<file path="src/rtl/screen_handoff_if.sv">
// Pixel-source and VGA write-port bundle shared by the renderers, the hand-off block and the adapter.
// The slave modport is the hand-off block's view of the bundle.
interface screen_handoff_if;
    logic       game_over;
    logic       game_plot;
    logic [7:0] game_x;
    logic [6:0] game_y;
    logic [2:0] game_colour;
    logic       end_plot;
    logic [7:0] end_x;
    logic [6:0] end_y;
    logic [2:0] end_colour;
    logic       end_finish;
    logic       end_en;
    logic       vga_plot;
    logic [7:0] vga_x;
    logic [6:0] vga_y;
    logic [2:0] vga_colour;
    logic       done;

    modport master (
        output game_over, game_plot, game_x, game_y, game_colour,
        output end_plot, end_x, end_y, end_colour, end_finish,
        input  end_en, vga_plot, vga_x, vga_y, vga_colour, done
    );

    modport slave (
        input  game_over, game_plot, game_x, game_y, game_colour,
        input  end_plot, end_x, end_y, end_colour, end_finish,
        output end_en, vga_plot, vga_x, vga_y, vga_colour, done
    );
endinterface

</file>
<file path="src/rtl/screen_handoff.sv">
// Owns the VGA write port: forwards game pixels, blanks the screen after game over,
// then hands the port to the end-screen drawer until it reports finish.
module screen_handoff #(
    parameter int       SCREEN_W     = 160,
    parameter int       SCREEN_H     = 120,
    parameter bit [2:0] CLEAR_COLOUR = 3'b000
) (
    input  logic               clock,
    input  logic               resetn,
    screen_handoff_if.slave    bus
);
    localparam logic [7:0] X_LAST = 8'(SCREEN_W - 1);
    localparam logic [6:0] Y_LAST = 7'(SCREEN_H - 1);

    typedef enum logic [1:0] {
        ST_GAME   = 2'd0,
        ST_CLEAR  = 2'd1,
        ST_ENDSCR = 2'd2,
        ST_DONE   = 2'd3
    } state_t;

    state_t     state_q, state_d;
    logic [7:0] cx_q, cx_d;
    logic [6:0] cy_q, cy_d;
    logic       plot_q, plot_d;
    logic [7:0] x_q, x_d;
    logic [6:0] y_q, y_d;
    logic [2:0] col_q, col_d;
    logic       end_en_q, end_en_d;
    logic       done_q, done_d;

    // Next-state, sweep counters and next registered outputs.
    always_comb begin
        state_d  = state_q;
        cx_d     = cx_q;
        cy_d     = cy_q;
        plot_d   = 1'b0;
        x_d      = x_q;
        y_d      = y_q;
        col_d    = col_q;
        end_en_d = 1'b0;
        done_d   = 1'b0;
        case (state_q)
            ST_GAME: begin
                plot_d = bus.game_plot;
                x_d    = bus.game_x;
                y_d    = bus.game_y;
                col_d  = bus.game_colour;
                if (bus.game_over) begin
                    state_d = ST_CLEAR;
                    cx_d    = 8'd0;
                    cy_d    = 7'd0;
                end else begin
                    state_d = ST_GAME;
                end
            end
            ST_CLEAR: begin
                plot_d = 1'b1;
                x_d    = cx_q;
                y_d    = cy_q;
                col_d  = CLEAR_COLOUR;
                if (cx_q == X_LAST) begin
                    cx_d = 8'd0;
                    if (cy_q == Y_LAST) begin
                        cy_d    = 7'd0;
                        state_d = ST_ENDSCR;
                    end else begin
                        cy_d = cy_q + 7'd1;
                    end
                end else begin
                    cx_d = cx_q + 8'd1;
                end
            end
            ST_ENDSCR: begin
                end_en_d = 1'b1;
                x_d      = bus.end_x;
                y_d      = bus.end_y;
                col_d    = bus.end_colour;
                // The finishing cycle's strobe is dropped so done and a write never coincide.
                if (bus.end_finish) begin
                    plot_d  = 1'b0;
                    done_d  = 1'b1;
                    state_d = ST_DONE;
                end else begin
                    plot_d = bus.end_plot;
                end
            end
            ST_DONE: begin
                end_en_d = 1'b1;
                done_d   = 1'b1;
            end
            default: begin
                state_d = ST_GAME;
            end
        endcase
    end

    // State, counters and output registers.
    always_ff @(posedge clock or negedge resetn) begin
        if (!resetn) begin
            state_q  <= ST_GAME;
            cx_q     <= 8'd0;
            cy_q     <= 7'd0;
            plot_q   <= 1'b0;
            x_q      <= 8'd0;
            y_q      <= 7'd0;
            col_q    <= 3'd0;
            end_en_q <= 1'b0;
            done_q   <= 1'b0;
        end else begin
            state_q  <= state_d;
            cx_q     <= cx_d;
            cy_q     <= cy_d;
            plot_q   <= plot_d;
            x_q      <= x_d;
            y_q      <= y_d;
            col_q    <= col_d;
            end_en_q <= end_en_d;
            done_q   <= done_d;
        end
    end

    assign bus.vga_plot   = plot_q;
    assign bus.vga_x      = x_q;
    assign bus.vga_y      = y_q;
    assign bus.vga_colour = col_q;
    assign bus.end_en     = end_en_q;
    assign bus.done       = done_q;
endmodule

</file>
<file path="src/flat_wrapper.sv">
// flat-port wrapper written by rule: the top's interface ports become plain ports
module screen_handoff_flat 
#(
    parameter int       SCREEN_W     = 160,
    parameter int       SCREEN_H     = 120,
    parameter bit [2:0] CLEAR_COLOUR = 3'b000
)
  (clock, resetn, bus_game_over, bus_game_plot, bus_game_x, bus_game_y, bus_game_colour, bus_end_plot, bus_end_x, bus_end_y, bus_end_colour, bus_end_finish, bus_end_en, bus_vga_plot, bus_vga_x, bus_vga_y, bus_vga_colour, bus_done);
  screen_handoff_if bus_i ();
  input  logic clock;
  input  logic resetn;
  input wire logic [$bits(bus_i.game_over)-1:0] bus_game_over;
  input wire logic [$bits(bus_i.game_plot)-1:0] bus_game_plot;
  input wire logic [$bits(bus_i.game_x)-1:0] bus_game_x;
  input wire logic [$bits(bus_i.game_y)-1:0] bus_game_y;
  input wire logic [$bits(bus_i.game_colour)-1:0] bus_game_colour;
  input wire logic [$bits(bus_i.end_plot)-1:0] bus_end_plot;
  input wire logic [$bits(bus_i.end_x)-1:0] bus_end_x;
  input wire logic [$bits(bus_i.end_y)-1:0] bus_end_y;
  input wire logic [$bits(bus_i.end_colour)-1:0] bus_end_colour;
  input wire logic [$bits(bus_i.end_finish)-1:0] bus_end_finish;
  output wire logic [$bits(bus_i.end_en)-1:0] bus_end_en;
  output wire logic [$bits(bus_i.vga_plot)-1:0] bus_vga_plot;
  output wire logic [$bits(bus_i.vga_x)-1:0] bus_vga_x;
  output wire logic [$bits(bus_i.vga_y)-1:0] bus_vga_y;
  output wire logic [$bits(bus_i.vga_colour)-1:0] bus_vga_colour;
  output wire logic [$bits(bus_i.done)-1:0] bus_done;
  assign bus_i.game_over = bus_game_over;
  assign bus_i.game_plot = bus_game_plot;
  assign bus_i.game_x = bus_game_x;
  assign bus_i.game_y = bus_game_y;
  assign bus_i.game_colour = bus_game_colour;
  assign bus_i.end_plot = bus_end_plot;
  assign bus_i.end_x = bus_end_x;
  assign bus_i.end_y = bus_end_y;
  assign bus_i.end_colour = bus_end_colour;
  assign bus_i.end_finish = bus_end_finish;
  assign bus_end_en = bus_i.end_en;
  assign bus_vga_plot = bus_i.vga_plot;
  assign bus_vga_x = bus_i.vga_x;
  assign bus_vga_y = bus_i.vga_y;
  assign bus_vga_colour = bus_i.vga_colour;
  assign bus_done = bus_i.done;
  screen_handoff #(.SCREEN_W(SCREEN_W), .SCREEN_H(SCREEN_H), .CLEAR_COLOUR(CLEAR_COLOUR)) u_core (.clock(clock), .resetn(resetn), .bus(bus_i));
endmodule
</file>
<file path="config.mk">
export PLATFORM = sky130hd
export DESIGN_NAME = screen_handoff_flat
export DESIGN_NICKNAME = d
export VERILOG_FILES = /design/src/rtl/screen_handoff_if.sv /design/src/rtl/screen_handoff.sv /design/src/flat_wrapper.sv
export SDC_FILE = /design/constraint.sdc
export NUM_CORES = 1
export LEC_CHECK = 0
export ABC_AREA = 1
export BUFFER_PORTS_ARGS = -buffer_cell sky130_fd_sc_hd__buf_4
export CAP_MARGIN = 20
export CORE_ASPECT_RATIO = 1.4
export CORE_MARGIN = 2
export CORE_UTILIZATION = 37
export CTS_CLUSTER_SIZE = 8
export DETAILED_ROUTE_END_ITERATION = 16
export MAX_ROUTING_LAYER = met4
export PLACE_DENSITY = 0.66
export SYNTH_ARGS = -nofsm -noshare
export SYNTH_HDL_FRONTEND = slang
export SYNTH_SLANG_ARGS = --single-unit
</file>
<file path="constraint.sdc">
create_clock -name clock -period 4.55 [get_ports clock]
set_clock_uncertainty 0.2 [all_clocks]
set_input_delay 0.91 -clock clock [delete_from_list [all_inputs] [get_ports clock]]
set_output_delay 0.91 -clock clock [all_outputs]
set_load 0.01 [all_outputs]
</file>
==> results of run 1 <==
[cells in the final DEF, fill, tap and decap left out]
master | Yosys | final
o21ai_2 | 4 | 4
clkinv_1 | 2 | 2
a31oi_1 | 15 | 15
nand3_2 | 1 | 1
ha_1 | 7 | 7
o21bai_1 | 1 | 1
nor3_1 | 1 | 1
o21ai_0 | 6 | 6
nand2_2 | 4 | 4
clkbuf_8 | 0 | 6
clkinvlp_4 | 0 | 1
xor2_1 | 2 | 2
nand3b_1 | 1 | 1
nor2_1 | 35 | 35
a21oi_1 | 25 | 25
xnor2_1 | 1 | 1
nand2_1 | 77 | 77
inv_1 | 25 | 25
nand4_1 | 5 | 5
o21ai_1 | 1 | 1
nand3_1 | 15 | 15
o21ai_4 | 1 | 1
buf_4 | 3 | 63
clkinv_2 | 0 | 1
inv_2 | 1 | 1
dfrtp_1 | 38 | 38
nor2_2 | 1 | 1
[synth_stat cells (all sizes together)]
| library cell | n |
|---|---|
| a21oi | 25 |
| a31oi | 15 |
| buf | 9 |
| clkbuf | 2 |
| clkinv | 2 |
| dfrtp | 38 |
| ha | 7 |
| inv | 26 |
| nand2 | 81 |
| nand3 | 16 |
| nand3b | 1 |
| nand4 | 5 |
| nor2 | 36 |
| nor3 | 1 |
| o21ai | 12 |
| o21bai | 1 |
| xnor2 | 1 |
| xor2 | 2 |
[layout make-up]
| cell class | count | area (sq um) |
|---|---|---|
| clock buffers | 6 | 82.58 |
| clock inverters | 2 | 12.51 |
| fillers | 562 | 2809 |
| inverters | 28 | 105.1 |
| multi-input cells | 203 | 1007 |
| flip-flops and latches | 38 | 950.9 |
| well taps | 68 | 85.08 |
| repair buffers | 63 | 473.0 |
[routing by layer]
| layer | GRT usage (%) | vias to the layer above |
|---|---|---|
| met5 | - | - |
| li1 | - | 1028 |
| met1 | 19.56 | 948 |
| met2 | 31.96 | 56 |
| met4 | 7.500 | 0 |
| met3 | 3.477 | 5 |
[cells by family (layout without fill, tap and decap cells)]
kind of cell	count (synthesis)	count (layout)
AND/OR/NAND/NOR	140	140
AO/OA/AOI/OAI	53	53
buffers and inverters	39	99
flip-flops	38	38
adder cells (fa/ha/maj)	7	7
XOR/XNOR	3	3
[worst max-delay path: cells and delay by family (launching register included)]
kind            cells  cell delay [ns]
buf+inv             2             0.26
fa+ha+maj           1             0.42
flops               1             0.42
compound gates      1             0.22
simple gates        4             0.68
[worst paths after layout]
path | from | endpoint | slack (ns) | cells after the start
min reg2reg | u_core.cx_q[1]$_DFFE_PN0P_ | u_core.cx_q[1]$_DFFE_PN0P_ | 0.33 | 2
max reg2reg | u_core.state_q[1]$_DFFE_PN0P_ | u_core.cy_q[4]$_DFFE_PN0P_ | 2.29 | 8
max in group asynchronous | resetn | u_core.cx_q[4]$_DFFE_PN0P_ | 3.43 | 1
min in group asynchronous | resetn | u_core.cy_q[3]$_DFFE_PN0P_ | 0.38 | 1
min | u_core.cx_q[1]$_DFFE_PN0P_ | u_core.cx_q[1]$_DFFE_PN0P_ | 0.33 | 2
max | u_core.state_q[1]$_DFFE_PN0P_ | u_core.cy_q[4]$_DFFE_PN0P_ | 2.29 | 8
[report_power, final]
group	switching (mW)	internal (mW)	total [mW]
clock	0.124	0.122	0.246
sequential	0.0734	0.455	0.529
combinational	0.450	0.303	0.753
[flip-flops by register name, summed over array words and instances (netlist names)]
signal,cells
u_core.bus.end_en,1
u_core.bus.vga_colour,3
u_core.cx_q,8
u_core.state_q,2
u_core.bus.vga_x,8
u_core.bus.done,1
u_core.bus.vga_y,7
u_core.bus.vga_plot,1
u_core.cy_q,7
==> run metrics, run 1 <==
status finished clean; I/O pin count between 60 and 70; WL/cell approximately 13 um; site row count 32; Adder-Cell Fraction of Synth Area between 4 and 5%; largest net degree at the start of global routing 39; # setup viols final 0; Compound-Gate Fraction of Synth Area 14.70%; Mapped Cells between 200 and 300; met3 wire len 268 um; antenna cells 0; DR pass1 iterations 4; DIE WIDTH 68.10 um; Final Wtd Congestion between 0.8 and 0.9; die area roughly 0.0064 sq mm; startpoint types flop; area post-placement ~0.0026 sq mm; vias in the first global route 1,947; top layer used by detailed routing met4; DP HPWL approximately 4000 um; routed length on met1 ~2300 um; first-pass GRT wire length ~8600 um; Synth area leader dfrtp_1; Post-CTS Setup Repair Bufs 0; via count between 2,000 and 2,500; Antenna Nets Post-Route 0; grt ovf 0; Final Hold Vio Count 0; Max Freq around 440 MHz; proportion of layout cells with a drive suffix above 1 24.41%; mux share of post-synthesis cell area 0%; register bit total from synthesis 38; Clock Sink Count 38; clock tree from TritonCTS yes; leakage power total roughly 1.3 nW; IO Port Bufs 62; synth unique cells 28; CTS Buf Count 5; Worst EP arrival ~2.3 ns; Final WS setup between 2 and 2.5 ns; Skew-Pair Late Insertion Delay ~0.3 ns; initial antenna violation count 0; Die Y approximately 94 um; unrepaired setup endpoints after global routing false; Design Area, Final 0.002716 sq mm; min-delay worst type reg2reg; worst path cell trace inv_1 > ha_1 > inv_1 > o21ai_4 > nand3_2 > nor2_2 > nand2_1 > nand2_1; fin. max-slew vios 0; Clock Path Buffers 2; critical path peak fanout 15; total chip power approximately 1.5 mW; hold-fix buffer count after cts 0; worst slew slack as a fraction of its limit around 57%; fin crit share 49.74%; largest family of logic cells by synthesized area simple AND/OR/NAND/NOR gates; H-tree lvl count 2; Initial Util roughly two fifths; maximum VDD drop around 0.00027 V; CP required 4.59 ns; GRT Util Overall a little under a fifth; ranking of synthesized cells by area dfrtp_1 (45%), nand2_1 (14%), nor2_1 (6.2%); final non-filler cell total 408; Placed Instances 400; Synth Warn # 0; fin util between 40% and 50%; synthesized cell area 0.002128 sq mm; drt total wl 5425 um; met2 wire len about 2800 um; post-synthesis xor/xnor area fraction under 10%; clk slew on worst S/H paths around 0.09 ns; critical path class reg2reg; Residual DRC 0; initial DRC count between 100 and 150; Placement Setup Slack 2.287 ns; Core ar. roughly 0.0055 sq mm; slowest stage cell, crit path dfrtp_1; setup_tns 0 ns; Synth Area in Simple Gates 27.28%; register area share after synthesis between 40% and 50%; worst slew pin tran 0.6477 ns; Final Hold Slack 0.3318 ns; syn_nets 329; Vias/cell roughly 5; area grow syn2layout 27.63%; Max-Cap Viols 0; minimum clock period about 2.3 ns; CTS root buf clkbuf_8; max incr delay on CP between 0.4 and 0.5 ns; top-area cell type share of the netlist area 44.68%; Worst Setup End Kind flop; CTS resizes 0; Nets approximately 390; Avg Synthesized Cell Area 7.601 sq um; pwr/cell area 562.1 mW/mm^2
No activity file was read; power rests on OpenSTA's default activity.
==> run 2, diff against run 1 <==
clock period = 2.34 ns   (was 4.55 ns; I/O delays follow)
==> run 2 against run 1 <==
Against the previous run:
- die area is the same
- cell area grew 1.6%
- flip-flop and latch count is the same
- via count grew 0.69%
- non-clock buffer count grew 4
- critical path depth is the same
- worst hold slack lost 0.094 ns
- routed wire length shrank 2.2%
- count of clock-buffer cells in the layout grew 1
- combinational power grew 100%
- critical endpoint is now u_core.cy_q[5]$_DFFE_PN0P_
- largest cell class unchanged
- highest routed layer unchanged
==> run metrics, run 2 (synthesized netlist as in run 1, its figures left out) <==
critical path peak fanout 15; Worst EP arrival around 2 ns; Clock Sink Count 38; setup_tns 0 ns; vias in the first global route roughly 1,900; via count around 2,100; Clock Path Buffers 2; Nets 392; commonest cells after routing, fill and taps aside nand2_1 (77), buf_4 (66), dfrtp_1 (38), nor2_1 (35); Final Wtd Congestion about 0.85; CTS resizes 0; H-tree lvl count 2; GRT Util Overall 18.36%; Design Area, Final 0.002760 sq mm; CTS Buf Count 5; area post-placement ~0.0026 sq mm; status finished clean; Initial Util between 30% and 40%; CTS root buf clkbuf_8; Post-CTS Setup Repair Bufs 0; internal power between 1.5 and 2 mW; Placed Instances 403; most common cell after layout, fill and taps aside nand2_1; sequential share of power 33.4%; WL/cell 12.88 um; leakage power total ~1.4 nW; Max-Cap Viols 0; critical path class reg2reg; Final Hold Vio Count 0; proportion of layout cells with a drive suffix above 1 between 20 and 25%; clock share of power between 10% and 20%; area grow syn2layout 29.69%; first-pass GRT wire length between 8000 and 9000 um; sequential cell area about 950 sq um; Worst Setup End Kind flop; Skew-Pair Late Insertion Delay slightly below 0.3 ns; # setup viols final 0; maximum VDD drop about 0.00033 V; minimum clock period approximately 2 ns; clk slew on worst S/H paths 0.07 ns; drt total wl between 5000 and 6000 um; die area between 0.006 and 0.007 sq mm; Sw Ratio about 40%; Max Freq roughly 500 MHz; site row count 32; Final Hold Slack 0.2382 ns; worst slew slack as a fraction of its limit 59.07%; P_sw between 1 and 1.5 mW; I/O pin count between 60 and 70; final non-filler cell total between 400 and 500; Residual DRC 0; worst slew pin tran 0.6132 ns; startpoint types flop; antenna cells 0; fin. max-slew vios 0; initial antenna violation count 0; clock tree from TritonCTS yes; Core ar. 0.005525 sq mm; hold-fix buffer count after cts 1; Final WS setup around 0.35 ns; pwr/cell area between 1000 and 1500 mW/mm^2; IO Port Bufs 62; Die Y around 94 um; Antenna Nets Post-Route 0; unrepaired setup endpoints after global routing false; min-delay worst type in2reg; DR pass1 iterations 4; DIE WIDTH between 60 and 70 um; Multi-input gate area 0.001007 sq mm; CP required between 2 and 2.5 ns; # fillers roughly 560; Comb power frac around half; initial DRC count 140; Vias/cell roughly 5; grt ovf 0; fin crit share a little under nine tenths; largest net degree at the start of global routing 39; Placement Setup Slack 0.3310 ns; DP HPWL around 4000 um
## run 2: critical path: stages (launching register included)
cell	delay, ns
dfrtp_1	0.42
inv_1	0.11
ha_1	0.30
nand2_2	0.11
o21ai_4	0.10
nand3_2	0.33
nor2_2	0.23
nand2_1	0.08
nand2_1	0.06
## run 2: layout make-up
type	instances	share of cell area (%)
Clock buffer	7	2.765
Multi-Input combinational cell	203	36.49
Timing Repair Buffer	67	18.31
Sequential cell	38	34.45
Clock inverter	1	1.088
Inverter	28	3.808
Tap cell	68	3.082
## run 2: power by group through the flow
stage	Clock (mW)	Sequential, mW	Combinational, mW
final	0.535	1.03	1.51
after global routing	0.580	1.06	1.71
after CTS	0.558	1.03	1.53
after detailed placement	0	1.04	1.53
after global placement	0	1.04	1.51
after floorplan	0	1.11	0.889
## run 2: final timing paths
check,start,end,slack [ns],depth (start not counted)
worst max-delay path,u_core.state_q[0]$_DFFE_PN0P_,u_core.cy_q[5]$_DFFE_PN0P_,0.35,8
worst min-delay path,bus_end_colour[2],u_core.bus.vga_colour[2]$_DFFE_PN0P_,0.24,3
worst max register to register,u_core.state_q[0]$_DFFE_PN0P_,u_core.cy_q[5]$_DFFE_PN0P_,0.35,8
worst min register to register,u_core.cx_q[1]$_DFFE_PN0P_,u_core.cx_q[1]$_DFFE_PN0P_,0.34,2
max in group asynchronous,resetn,u_core.bus.vga_plot$_DFF_PN0_,1.11,2
min in group asynchronous,resetn,u_core.cx_q[4]$_DFFE_PN0P_,0.49,2
## run 2: layer usage
metal	part of all wire [%]	track usage, %	vias up
li1	-	-	1036
met1	40	20.54	932
met2	50	31.39	72
met3	6.7	3.237	11
met4	3.1	7.833	0
met5	0	-	-
## run 2: metrics by stage
stage / util [%] / power [mW]
3_3_place_gp: 47.85 / 2.550
2_1_floorplan: - / 1.998
6_report: 49.95 / 3.077
3_5_place_dp: 47.85 / 2.571
5_1_grt: 49.95 / 3.354
4_1_cts: 49.95 / 3.120
==> run 3, diff against run 2 <==
clock period = 2.5 ns   (was 2.34 ns; I/O delays follow)
==> run 3 against run 2 <==
Against the previous run:
- via count fell by 2.1%
- worst hold slack improved by 0.022 ns
- largest power group unchanged
- non-clock buffer count shrank 1
- cell count is 0.24% lower
- sequential share of layout area is 0.24 points higher
- clock power fell by 17%
- critical path type unchanged
- critical path depth shrank 2
- flip-flop and latch count stayed put
- count of clock-buffer cells in the layout shrank 1
- total power down 8.5%
- fmax down 5.2%
- setup slack improved by 0.051 ns
==> run metrics, run 3 (synthesized netlist as in run 1, its figures left out) <==
P_sw ~1.2 mW; Hold Path Cell Cnt 3; GRT Util Overall 18.58%; initial antenna violation count 0; DIE WIDTH roughly 68 um; commonest cells after routing, fill and taps aside nand2_1 (77), buf_4 (65), dfrtp_1 (38), nor2_1 (35); Die Y 93.74 um; Worst Reg-to-Reg Cells 6; # fillers about 570; vias in the first global route between 1,500 and 2,000; Final WS setup 0.3970 ns; H-tree lvl count 2; sequential share of power 34.3%; fin crit share around 84%; critical path class reg2reg; status finished clean; hold path startpoint bus_end_colour[2]; worst slew slack as a fraction of its limit about 59%; clock tree from TritonCTS yes; startpoint types flop; DP HPWL between 4000 and 5000 um; gr busiest metal met2; # setup viols final 0; Placed Instances approximately 400; Worst Setup End Kind flop; Clock Sink Count 38; Final Hold Slack roughly 0.26 ns; unrepaired setup endpoints after global routing false; CTS resizes 0; Clock Path Buffers 2; site row count 32; clk slew on worst S/H paths ~0.080 ns; IO Port Bufs 62; Comb power frac 49.9%; CTS root buf clkbuf_8; Core ar. between 0.005 and 0.006 sq mm; Final Hold Vio Count 0; hold endpoint u_core.bus.vga_colour[2]$_DFFE_PN0P_; WL/cell 13.31 um; RR Startpoint u_core.state_q[0]$_DFFE_PN0P_; Antenna Nets Post-Route 0; Worst EP arrival between 2 and 2.5 ns; antenna cells 0; area grow syn2layout 28.81%; Residual DRC 0; critical path peak fanout 18; Max-Cap Viols 0; Final Wtd Congestion between 0.8 and 0.9; first-pass GRT wire length roughly 8600 um; grt ovf 0; proportion of layout cells with a drive suffix above 1 around a quarter; setup_tns 0 ns; reg2reg end u_core.bus.vga_y[6]$_DFFE_PN0P_; fin. max-slew vios 0; most common cell after layout, fill and taps aside nand2_1; internal power approximately 1.6 mW; total chip power 2.815 mW; drt total wl 5469 um; CTS Buf Count 5; initial DRC count 88; via count roughly 2,000; worst slew pin tran approximately 0.61 ns; I/O pin count 63; Nets 391; Placement Setup Slack ~0.43 ns; flop2flop setup slack 0.40 ns; clock share of power 15.8%; hold-fix buffer count after cts 1; Skew-Pair Late Insertion Delay between 0.2 and 0.3 ns; Design Area, Final around 0.0027 sq mm; die area roughly 0.0064 sq mm; fin util 49.61%; Sw Ratio roughly 42%; area post-placement between 0.002 and 0.003 sq mm; CP required between 2 and 2.5 ns; M1 GR Usage around 21%; DR pass1 iterations 4; maximum VDD drop 0.0003515 V; Initial Util 38.52%; Post-CTS Setup Repair Bufs 0; largest net degree at the start of global routing 39; leakage power total around 1.3 nW; met2 usage ~33%; Vias/cell 4.886; pwr/cell area roughly 1000 mW/mm^2; minimum clock period between 2 and 2.5 ns; min-delay worst type in2reg; met3 usage 2.878%; Max Freq 475.5 MHz; final non-filler cell total 411
## run 3: power groups by stage
stage                     combinational (mW)  sequential (mW)  clock (mW)
after floorplan                        0.832             1.04           0
after global placement                  1.39            0.971           0
after detailed placement                1.41            0.981           0
after CTS                               1.42            0.967       0.464
after global routing                    1.56            0.996       0.488
final                                   1.40            0.966       0.444
## run 3: worst max-delay path by stage
stage	startpoint	to	depth (start not counted)	slack, ns
floorplan	u_core.state_q[0]$_DFFE_PN0P_	u_core.bus.vga_x[0]$_DFFE_PN0P_	6	0.79
CTS	u_core.state_q[0]$_DFFE_PN0P_	u_core.bus.vga_y[6]$_DFFE_PN0P_	6	0.39
global placement	u_core.state_q[0]$_DFFE_PN0P_	u_core.bus.vga_y[3]$_DFFE_PN0P_	6	0.46
finish	u_core.state_q[0]$_DFFE_PN0P_	u_core.bus.vga_y[6]$_DFFE_PN0P_	6	0.40
global route	u_core.state_q[0]$_DFFE_PN0P_	u_core.bus.vga_y[6]$_DFFE_PN0P_	6	0.27
detailed placement	u_core.state_q[0]$_DFFE_PN0P_	u_core.bus.vga_y[6]$_DFFE_PN0P_	6	0.43
## run 3: layout make-up
class	count	area, sq um	area share (%)
repair buffers	66	498.0	18.17
clock buffers	6	82.58	3.012
clock inverters	2	12.51	0.4564
well taps	68	85.08	3.104
inverters	28	105.1	3.834
multi-input cells	203	1007	36.74
flip-flops and latches	38	950.9	34.69
## run 3: worst max-delay path, cell delays in order (launching register included)
cell and delay [ns]:
dfrtp_1 0.43, inv_1 0.08, ha_1 0.37, nand2_1 0.11, clkinv_1 0.45, nand2_1 0.23, a31oi_1 0.10
## run 3: per-layer routing
metal,part of all wire [%],up-vias
li1,-,1031
met1,42,925
met2,52,48
met3,5.0,4
met4,1.2,0
met5,0,-
